===== src/rtl/hazard_ctl.sv =====
// Pipeline hazard controller: tracks in-flight writers in EX/MEM/WB and drives stall/flush/freeze controls.
// Optional feature macro: HAZARD_CTL_FORWARDING_EN (load-use-only stalls when a forwarding network exists).
module hazard_ctl (
  input  logic        clock,
  input  logic        reset,
  input  logic        id_valid,
  input  logic [4:0]  id_rs1,
  input  logic [4:0]  id_rs2,
  input  logic [4:0]  id_rd,
  input  logic        id_reg_write,
  input  logic        id_mem_read,
  input  logic        branch_taken,
  input  logic        mem_busy,
  output logic        pc_write,
  output logic        if_id_write,
  output logic        if_id_flush,
  output logic        id_ex_bubble,
  output logic        pipe_hold,
  output logic [1:0]  state,
  output logic [15:0] stall_cnt
);

  typedef struct packed {
    logic       valid;
    logic [4:0] rd;
    logic       reg_write;
    logic       mem_read;
  } slot_t;

  typedef enum logic [1:0] {
    ST_RUN    = 2'd0,
    ST_STALL  = 2'd1,
    ST_FLUSH  = 2'd2,
    ST_FREEZE = 2'd3
  } state_t;

  localparam int SLOT_EX  = 0;
  localparam int SLOT_MEM = 1;
  localparam int SLOT_WB  = 2;

  slot_t       sb_q [3];
  slot_t       sb_d [3];
  state_t      state_q;
  state_t      state_d;
  logic [15:0] stall_cnt_q;
  logic [15:0] stall_cnt_d;
  logic        hazard;

  // x0 is hardwired, so a writer of x0 never creates a dependency.
  function automatic logic slot_hit(input slot_t s, input logic [4:0] rs1, input logic [4:0] rs2);
    return s.valid && s.reg_write && (s.rd != 5'd0) && ((s.rd == rs1) || (s.rd == rs2));
  endfunction

  always_comb begin : hazard_detect
`ifdef HAZARD_CTL_FORWARDING_EN
    hazard = id_valid && slot_hit(sb_q[SLOT_EX], id_rs1, id_rs2) && sb_q[SLOT_EX].mem_read;
`else
    hazard = id_valid && (slot_hit(sb_q[SLOT_EX], id_rs1, id_rs2) ||
                          slot_hit(sb_q[SLOT_MEM], id_rs1, id_rs2));
`endif
  end

  always_comb begin : decide
    state_d      = ST_RUN;
    pc_write     = 1'b1;
    if_id_write  = 1'b1;
    if_id_flush  = 1'b0;
    id_ex_bubble = 1'b0;
    pipe_hold    = 1'b0;
    if (mem_busy)          state_d = ST_FREEZE;
    else if (branch_taken) state_d = ST_FLUSH;
    else if (hazard)       state_d = ST_STALL;
    case (state_d)
      ST_FREEZE: begin
        pc_write    = 1'b0;
        if_id_write = 1'b0;
        pipe_hold   = 1'b1;
      end
      ST_FLUSH: begin
        if_id_flush  = 1'b1;
        id_ex_bubble = 1'b1;
      end
      ST_STALL: begin
        pc_write     = 1'b0;
        if_id_write  = 1'b0;
        id_ex_bubble = 1'b1;
      end
      default: ;
    endcase
  end

  always_comb begin : next_scoreboard
    for (int i = 0; i < 3; i++) sb_d[i] = sb_q[i];
    if (!mem_busy) begin
      sb_d[SLOT_WB]  = sb_q[SLOT_MEM];
      sb_d[SLOT_MEM] = sb_q[SLOT_EX];
      sb_d[SLOT_EX]  = '0;
      if (id_valid && !id_ex_bubble)
        sb_d[SLOT_EX] = {1'b1, id_rd, id_reg_write, id_mem_read};
    end
    stall_cnt_d = stall_cnt_q;
    if ((state_d == ST_STALL) && (stall_cnt_q != 16'hFFFF))
      stall_cnt_d = stall_cnt_q + 16'd1;
  end

  always_ff @(posedge clock or posedge reset) begin
    if (reset) begin
      for (int i = 0; i < 3; i++) sb_q[i] <= '0;
      state_q     <= ST_RUN;
      stall_cnt_q <= 16'd0;
    end else begin
      for (int i = 0; i < 3; i++) sb_q[i] <= sb_d[i];
      state_q     <= state_d;
      stall_cnt_q <= stall_cnt_d;
    end
  end

  assign state     = state_q;
  assign stall_cnt = stall_cnt_q;

endmodule


===== config.mk =====
export PLATFORM = sky130hd
export DESIGN_NAME = hazard_ctl
export DESIGN_NICKNAME = d
export VERILOG_FILES = /design/src/rtl/hazard_ctl.sv
export SDC_FILE = /design/constraint.sdc
export NUM_CORES = 1
export LEC_CHECK = 0
export BUFFER_PORTS_ARGS = -buffer_cell sky130_fd_sc_hd__buf_2
export CORE_UTILIZATION = 30
export CTS_BUF_LIST = sky130_fd_sc_hd__clkbuf_4 sky130_fd_sc_hd__clkbuf_8 sky130_fd_sc_hd__clkbuf_16
export CTS_CLUSTER_SIZE = 20
export DETAILED_ROUTE_END_ITERATION = 8
export HOLD_SLACK_MARGIN = 0.06
export RECOVER_POWER = 25
export SLEW_MARGIN = 20
export SYNTH_ARGS = -nofsm -noshare
export SYNTH_HDL_FRONTEND = slang
export SYNTH_SLANG_ARGS = --single-unit

===== constraint.sdc =====
create_clock -name clock -period 2.85 [get_ports clock]
set_input_delay 0.285 -clock clock [delete_from_list [all_inputs] [get_ports clock]]
set_output_delay 0.285 -clock clock [all_outputs]
set_load 0.01 [all_outputs]

==> results of run 1 <==
==> worst reg2reg max path, delay by kind of cell (launching register included) <==
family	cells	cell delay [ps]
AO/OA/AOI/OAI	3	670
AND/OR/NAND/NOR	3	580
flip-flops	1	450
adder cells (fa/ha/maj)	1	340
XOR/XNOR	1	160
==> power groups by stage <==
stage               registers (mW)  clock network (mW)  logic [mW]
floorplan                    0.583                   0       0.143
global placement             0.578                   0       0.237
detailed placement           0.579                   0       0.241
CTS                          0.570               0.447       0.243
global route                 0.579               0.466       0.266
finish                       0.569               0.437       0.237
==> registers in the layout (all words and copies together), names as in the netlist <==
register and count:
state 2, sb_q 14, stall_cnt 16
==> worst max path at each step <==
stage,from,end,slack [ps]
3_3_place_gp,sb_q[20]$_DFFE_PP0N_,sb_q[17]$_DFFE_PP0N_,580
6_report,sb_q[22]$_DFFE_PP0N_,sb_q[17]$_DFFE_PP0N_,580
2_1_floorplan,sb_q[22]$_DFFE_PP0N_,stall_cnt[10]$_DFFE_PP0P_,710
4_1_cts,sb_q[22]$_DFFE_PP0N_,sb_q[17]$_DFFE_PP0N_,530
5_1_grt,sb_q[22]$_DFFE_PP0N_,sb_q[21]$_DFFE_PP0N_,260
3_5_place_dp,sb_q[22]$_DFFE_PP0N_,sb_q[17]$_DFFE_PP0N_,540
==> cell families after synthesis <==
logic type,synth area share (%)
simple gates,16.82
compound gates,11.58
xor+xnor,16.61
fa+ha+maj,2.094
buf+inv,2.582
mux,5.653
flops,44.66
==> layout by cell type (no fill, tap or decap), types with 3 or more instances in the layout <==
| master | n |
|---|---|
| o2111ai_2 | 5 |
| nand2_1 | 20 |
| o211ai_2 | 3 |
| xor2_1 | 4 |
| nor2b_1 | 4 |
| nor2_1 | 3 |
| o21ai_0 | 6 |
| dfrtp_1 | 32 |
| mux2_2 | 9 |
| clkbuf_8 | 5 |
| xnor2_1 | 30 |
| buf_2 | 42 |
| ha_1 | 3 |
| nand3_1 | 10 |
==> per-stage QoR <==
step	area (um^2)	hold WS [ps]	power, mW	util (%)	worst slack [ps]
2_1_floorplan	1793	401.2	0.7257	-	708.1
3_3_place_gp	2074	410.3	0.8147	36.77	583.1
3_5_place_dp	2074	396.5	0.8199	36.77	543.8
4_1_cts	2186	81.67	1.259	38.74	527.9
5_1_grt	2181	114.5	1.311	38.66	264.1
6_report	2181	60.12	1.244	38.66	579.7
==> final cells by class <==
class / instances / area (um^2)
fillers: 547 / 3461
multi-input cells: 124 / 945.9
flip-flops and latches: 32 / 800.8
repair buffers: 45 / 225.2
well taps: 72 / 90.09
clock buffers: 6 / 76.32
clock inverters: 2 / 35.03
inverters: 2 / 7.507
==> per-layer routing <==
| metal | global-route usage [%] | part of all wire [%] |
|---|---|---|
| met1 | 17.95 | 49 |
| met2 | 19.57 | 46 |
| met3 | 3.793 | 4.2 |
| met4 | 6.727 | 0.95 |
| met5 | 0 | 0 |
==> synth_stat cells (4+ instances only) <==
master and count:
nand3_1 10, dfrtp_1 32, o2111ai_2 5, mux2_2 9, clkbuf_1 4, nand2_1 20
xor2_1 4, o21ai_0 6, xnor2_1 30, nor2b_1 4
==> impl_metrics.yaml, run 1 <==
timing:
  hold_violations: 0
  fin_crit_ps: 2270
  fin_tns_setup_ps: 0
  maxSlewHeadroom_pct: 36.44
  rsz0062_at_grt: "no"
  timing.final.crit_share_pct: 79.66
  tightest_slew_ps: 953.3
  slew_viol_final: 0
  fmax_ghz: 0.4405
  setup_viol: 0
  skew_ps: 4.796
worst_setup_path:
  crit_required_ps: 3050
  cp_max_fo: 7
  r2r_start: "sb_q[22]$_DFFE_PP0N_"
  cp_slowest_stage_delay_ps: 450
  reg2regPathDepth: 8
  criticalPathCategory: "reg -> reg"
  r2r_setup_slack_ps: 580
  cp_data_arrival_time_ps: 2470
  path_cells: "xnor2_1 -> nand3_1 -> o22ai_1 -> a221o_1 -> ha_1 -> nor2b_1 -> nand2_1 -> o21ai_0"
  timing.rr.end: "sb_q[17]$_DFFE_PP0N_"
  cp_num_cells: 8
  cp_num_buf_inv: 0
  end_kind: "flop"
  worstSetupStartpointType: "flop"
  crit_family: "compound AO/OA/AOI/OAI gates"
  cp_slowest_cell: "dfrtp_1"
clocking:
  cts_setup_buffers: 0
  cts_resized: 0
  cts_max_level: 2
  cts.clk_slew.worst_paths_ps: 70
  hold_buffers: 0
  clk_latency_ps: 280
  cts.sinks: 32
  cts_buffers: 5
  clock_path_buffers: 2
  cts-root-buf: "clkbuf_8"
  cts_tree: "yes"
power_and_ir_drop:
  internal-power_mw: 0.8959
  pwr-share-seq_pct: 45.8
  power_density_nw_per_um2: 570.3
  switchingPower_mw: 0.3477
  irDropWorstVdd_mv: 0.2527
  p_leak_nw: 0.9839
  clkPwrFrac_pct: 35.2
  switching_share_pct: 27.96
  combPwrFrac_pct: 19.1
grt:
  grt_pass1_wl_mm: 6.430
  gr-usage-all-layers_pct: 13.41
  grt_max_degree: 25
  grt.overflow.total: 0
  grt_pass1_vias: 1341
  antenna_found_initial: 0
synthesis:
  yosys.area.top_type: "dfrtp_1"
  synth_top_area_share_pct: 44.66
  netlist_area_um2: 1793
  syn_area_per_cell_um2: 10.87
  synth_flop_cell: "dfrtp_1"
  syn_nets: 190
  ys_ff_latch: 32
  synth-seq-area-share_pct: 44.66
  postSynthCellCount: 165
  synth_edf_count: 0
  yosys_warnings: 0
  synth.distinct_cells: 38
  synthTopCellsByArea: "dfrtp_1 45%, xnor2_1 15%, mux2_2 5.7%, nand2_1 4.2%, o2111ai_2 4.2%"
  ys_async_sr_fraction_pct: 100.0
floorplan:
  fp.coreArea_um2: 5642
  rows: 27
  fp.dieW_um: 79.31
  fp.dieH_um: 79.31
  dieArea_um2: 6290
  pin_count: 45
  start_util_pct: 31.78
drt:
  drtPass1Iterations: 4
  drtIter0Drc: 48
  viasPerCell: 4.753
  vias: 1345
  ant_nets: 0
  drc: 0
  wire_per_inst_um: 13.38
  totalWireLength_mm: 3.787
run_status:
  outcome: "complete, no violations"
placement:
  place_inst: 275
  io_buffer_count: 43
  gp_congestion: 0.8027
  dp_hpwl_mm: 2.851
final_layout:
  nNetsFinal: 235
  fin_cells: 283
  final_layout_size_suffix_gt1_share_pct: 35.07
  area_growth_pct: 21.63
  antennaDiodeCount: 0
min_path:
  min_path_type: "in -> async"
run:
  max-cap-violations: 0
(Power assumes the default switching activity.)
==> run 2, diff against run 1 <==
==> constraint.sdc (replaced) <==
create_clock -name clock -period 2.35 [get_ports clock]
set_input_delay 0.235 -clock clock [delete_from_list [all_inputs] [get_ports clock]]
set_output_delay 0.235 -clock clock [all_outputs]
set_load 0.01 [all_outputs]
==> run 2 against run 1 <==
  * Cell count increased by 1.4%
  * Die area unchanged
  * Clock-buffer cell count increased by 1
  * Cell area increased by 3.2%
  * Non-clock buffer count increased by 5
  * First-iteration DRC count increased by 100%
  * Register-to-register slack got worse by 430 ps
  * Sequential share of layout area decreased by 0.90 points
  * Largest power group unchanged
  * Highest routed layer unchanged
==> impl_metrics.yaml, run 2 (synthesized netlist as in run 1, its figures left out) <==
drt:
  viasPerCell: 4.784
  vias: 1373
  ant_nets: 0
  drtIter0Drc: 97
  drtPass1Iterations: 3
  drc: 0
  wire_per_inst_um: 13.37
  totalWireLength_mm: 3.838
grt:
  use_met1_pct: 18.29
  globalRouteMet3Util_pct: 3.333
  grt_use_met2_pct: 19.74
  gr-usage-all-layers_pct: 13.46
  grt.overflow.total: 0
  grt_pass1_wl_mm: 6.479
  grt-busiest-layer: "met2"
  grt_max_degree: 33
  antenna_found_initial: 0
  grt_pass1_vias: 1345
timing:
  setup_viol: 0
  fin_tns_setup_ps: 0
  tightest_slew_ps: 800.8
  fin_crit_ps: 2212
  maxSlewHeadroom_pct: 46.61
  timing.final.crit_share_pct: 94.12
  fmax_ghz: 0.4521
  slew_viol_final: 0
  hold_violations: 0
  skew_ps: 8.873
final_layout:
  layout_commonest_cell: "buf_2"
  nNetsFinal: 240
  final_layout_size_suffix_gt1_share_pct: 40.47
  multi_input_area_um2: 988.4
  antennaDiodeCount: 0
  area_growth_pct: 25.47
  fillers: 581
  seqCellArea_um2: 805.8
  largest_reg_flops: 16
  layout_common_cells: "41 x buf_2, 28 x xnor2_1, 28 x dfrtp_1"
worst_setup_path:
  cp-startpoint: "sb_q[18]$_DFFE_PP0N_"
  r2r_start: "sb_q[20]$_DFFE_PP0N_"
  crit_required_ps: 2120
  cp_data_arrival_time_ps: 1980
  worstSetupStartpointType: "flop"
  end_kind: "output port"
  criticalPathCategory: "reg -> out"
  cp_max_fo: 5
run:
  max-cap-violations: 0
run_status:
  outcome: "complete, no violations"
clocking:
  cts-root-buf: "clkbuf_8"
  cts_buffers: 5
  clock_path_buffers: 2
  clk_latency_ps: 280
  cts.clk_slew.worst_paths_ps: 60
  cts_tree: "yes"
  cts_max_level: 2
  cts.sinks: 32
floorplan:
  fp.dieW_um: 79.31
  rows: 27
  fp.coreArea_um2: 5642
  fp.dieH_um: 79.31
  start_util_pct: 31.78
  pin_count: 45
  dieArea_um2: 6290
placement:
  gp_congestion: 0.7926
  io_buffer_count: 43
  dp_hpwl_mm: 2.830
power_and_ir_drop:
  pwr-share-seq_pct: 47.7
  irDropWorstVdd_mv: 0.2199
  switchingPower_mw: 0.4175
  power_density_nw_per_um2: 643.8
  power_mw: 1.448
  internal-power_mw: 1.031
  combPwrFrac_pct: 20.6
  p_leak_nw: 0.9985
  clkPwrFrac_pct: 31.7
  switching_share_pct: 28.83
min_path:
  worst_hold_startpoint: "id_rd[0]"
  min_path_type: "in -> reg"
[run 2: what timing repair did]
action	4_1_cts	5_1_grt
setup buffers	0	1
hold endpoints to repair	18	0
resized for setup	0	11
hold buffers	1	0
endpoints found under the setup margin	0	5
[run 2: power by group through the flow]
stage               Sequential, mW  Clock [mW]  Combinational, mW
finish                       0.691       0.459              0.298
global route                 0.706       0.502              0.330
CTS                          0.689       0.474              0.297
detailed placement           0.699           0              0.293
global placement             0.700           0              0.291
floorplan                    0.707           0              0.173
[run 2: metrics by stage]
step           std cells  util (%)  worst slack, ps  hold WS, ps  area (um^2)
6_report             287     39.88            138.1        186.6         2250
5_1_grt              287     39.88           -9.283        197.8         2250
4_1_cts              286     39.06            71.50        183.0         2203
3_5_place_dp         278     37.17            90.19        355.8         2097
3_3_place_gp         278     37.17            146.5        354.6         2097
2_1_floorplan        165         -            208.1        351.2         1793
[run 2: critical path, stage by stage, from the launching register on]
cell and delay (ps):
dfrtp_2 460, xnor2_2 150, nand3_1 100, o22ai_2 90, a221o_1 410, ha_1 340
buf_2 150
[run 2: area by class of cell]
class                   count  share of cell area [%]
well taps                  72                   4.004
clock buffers               7                   4.283
multi-input cells         124                   43.94
repair buffers             50                   11.62
inverters                   2                  0.3337
flip-flops and latches     32                   35.82
[run 2: path summary, 6_finish.rpt]
check                                             to  slack (ps)  cells after the start
min reg2reg                stall_cnt[15]$_DFFE_PP0P_         490                      1
min                             sb_q[18]$_DFFE_PP0N_         190                      3
min in group asynchronous   stall_cnt[9]$_DFFE_PP0P_         730                      4
max in group asynchronous       sb_q[18]$_DFFE_PP0N_        1060                      4
max reg2reg                stall_cnt[15]$_DFFE_PP0P_         150                      8
max                                     id_ex_bubble         140                      6
[run 2: routing by layer]
| layer | vias up | wire, um |
|---|---|---|
| met5 | - | 0 |
| met4 | 0 | 74 |
| met3 | 6 | 170 |
| met2 | 26 | 1750 |
| met1 | 661 | 1842 |
| li1 | 680 | - |
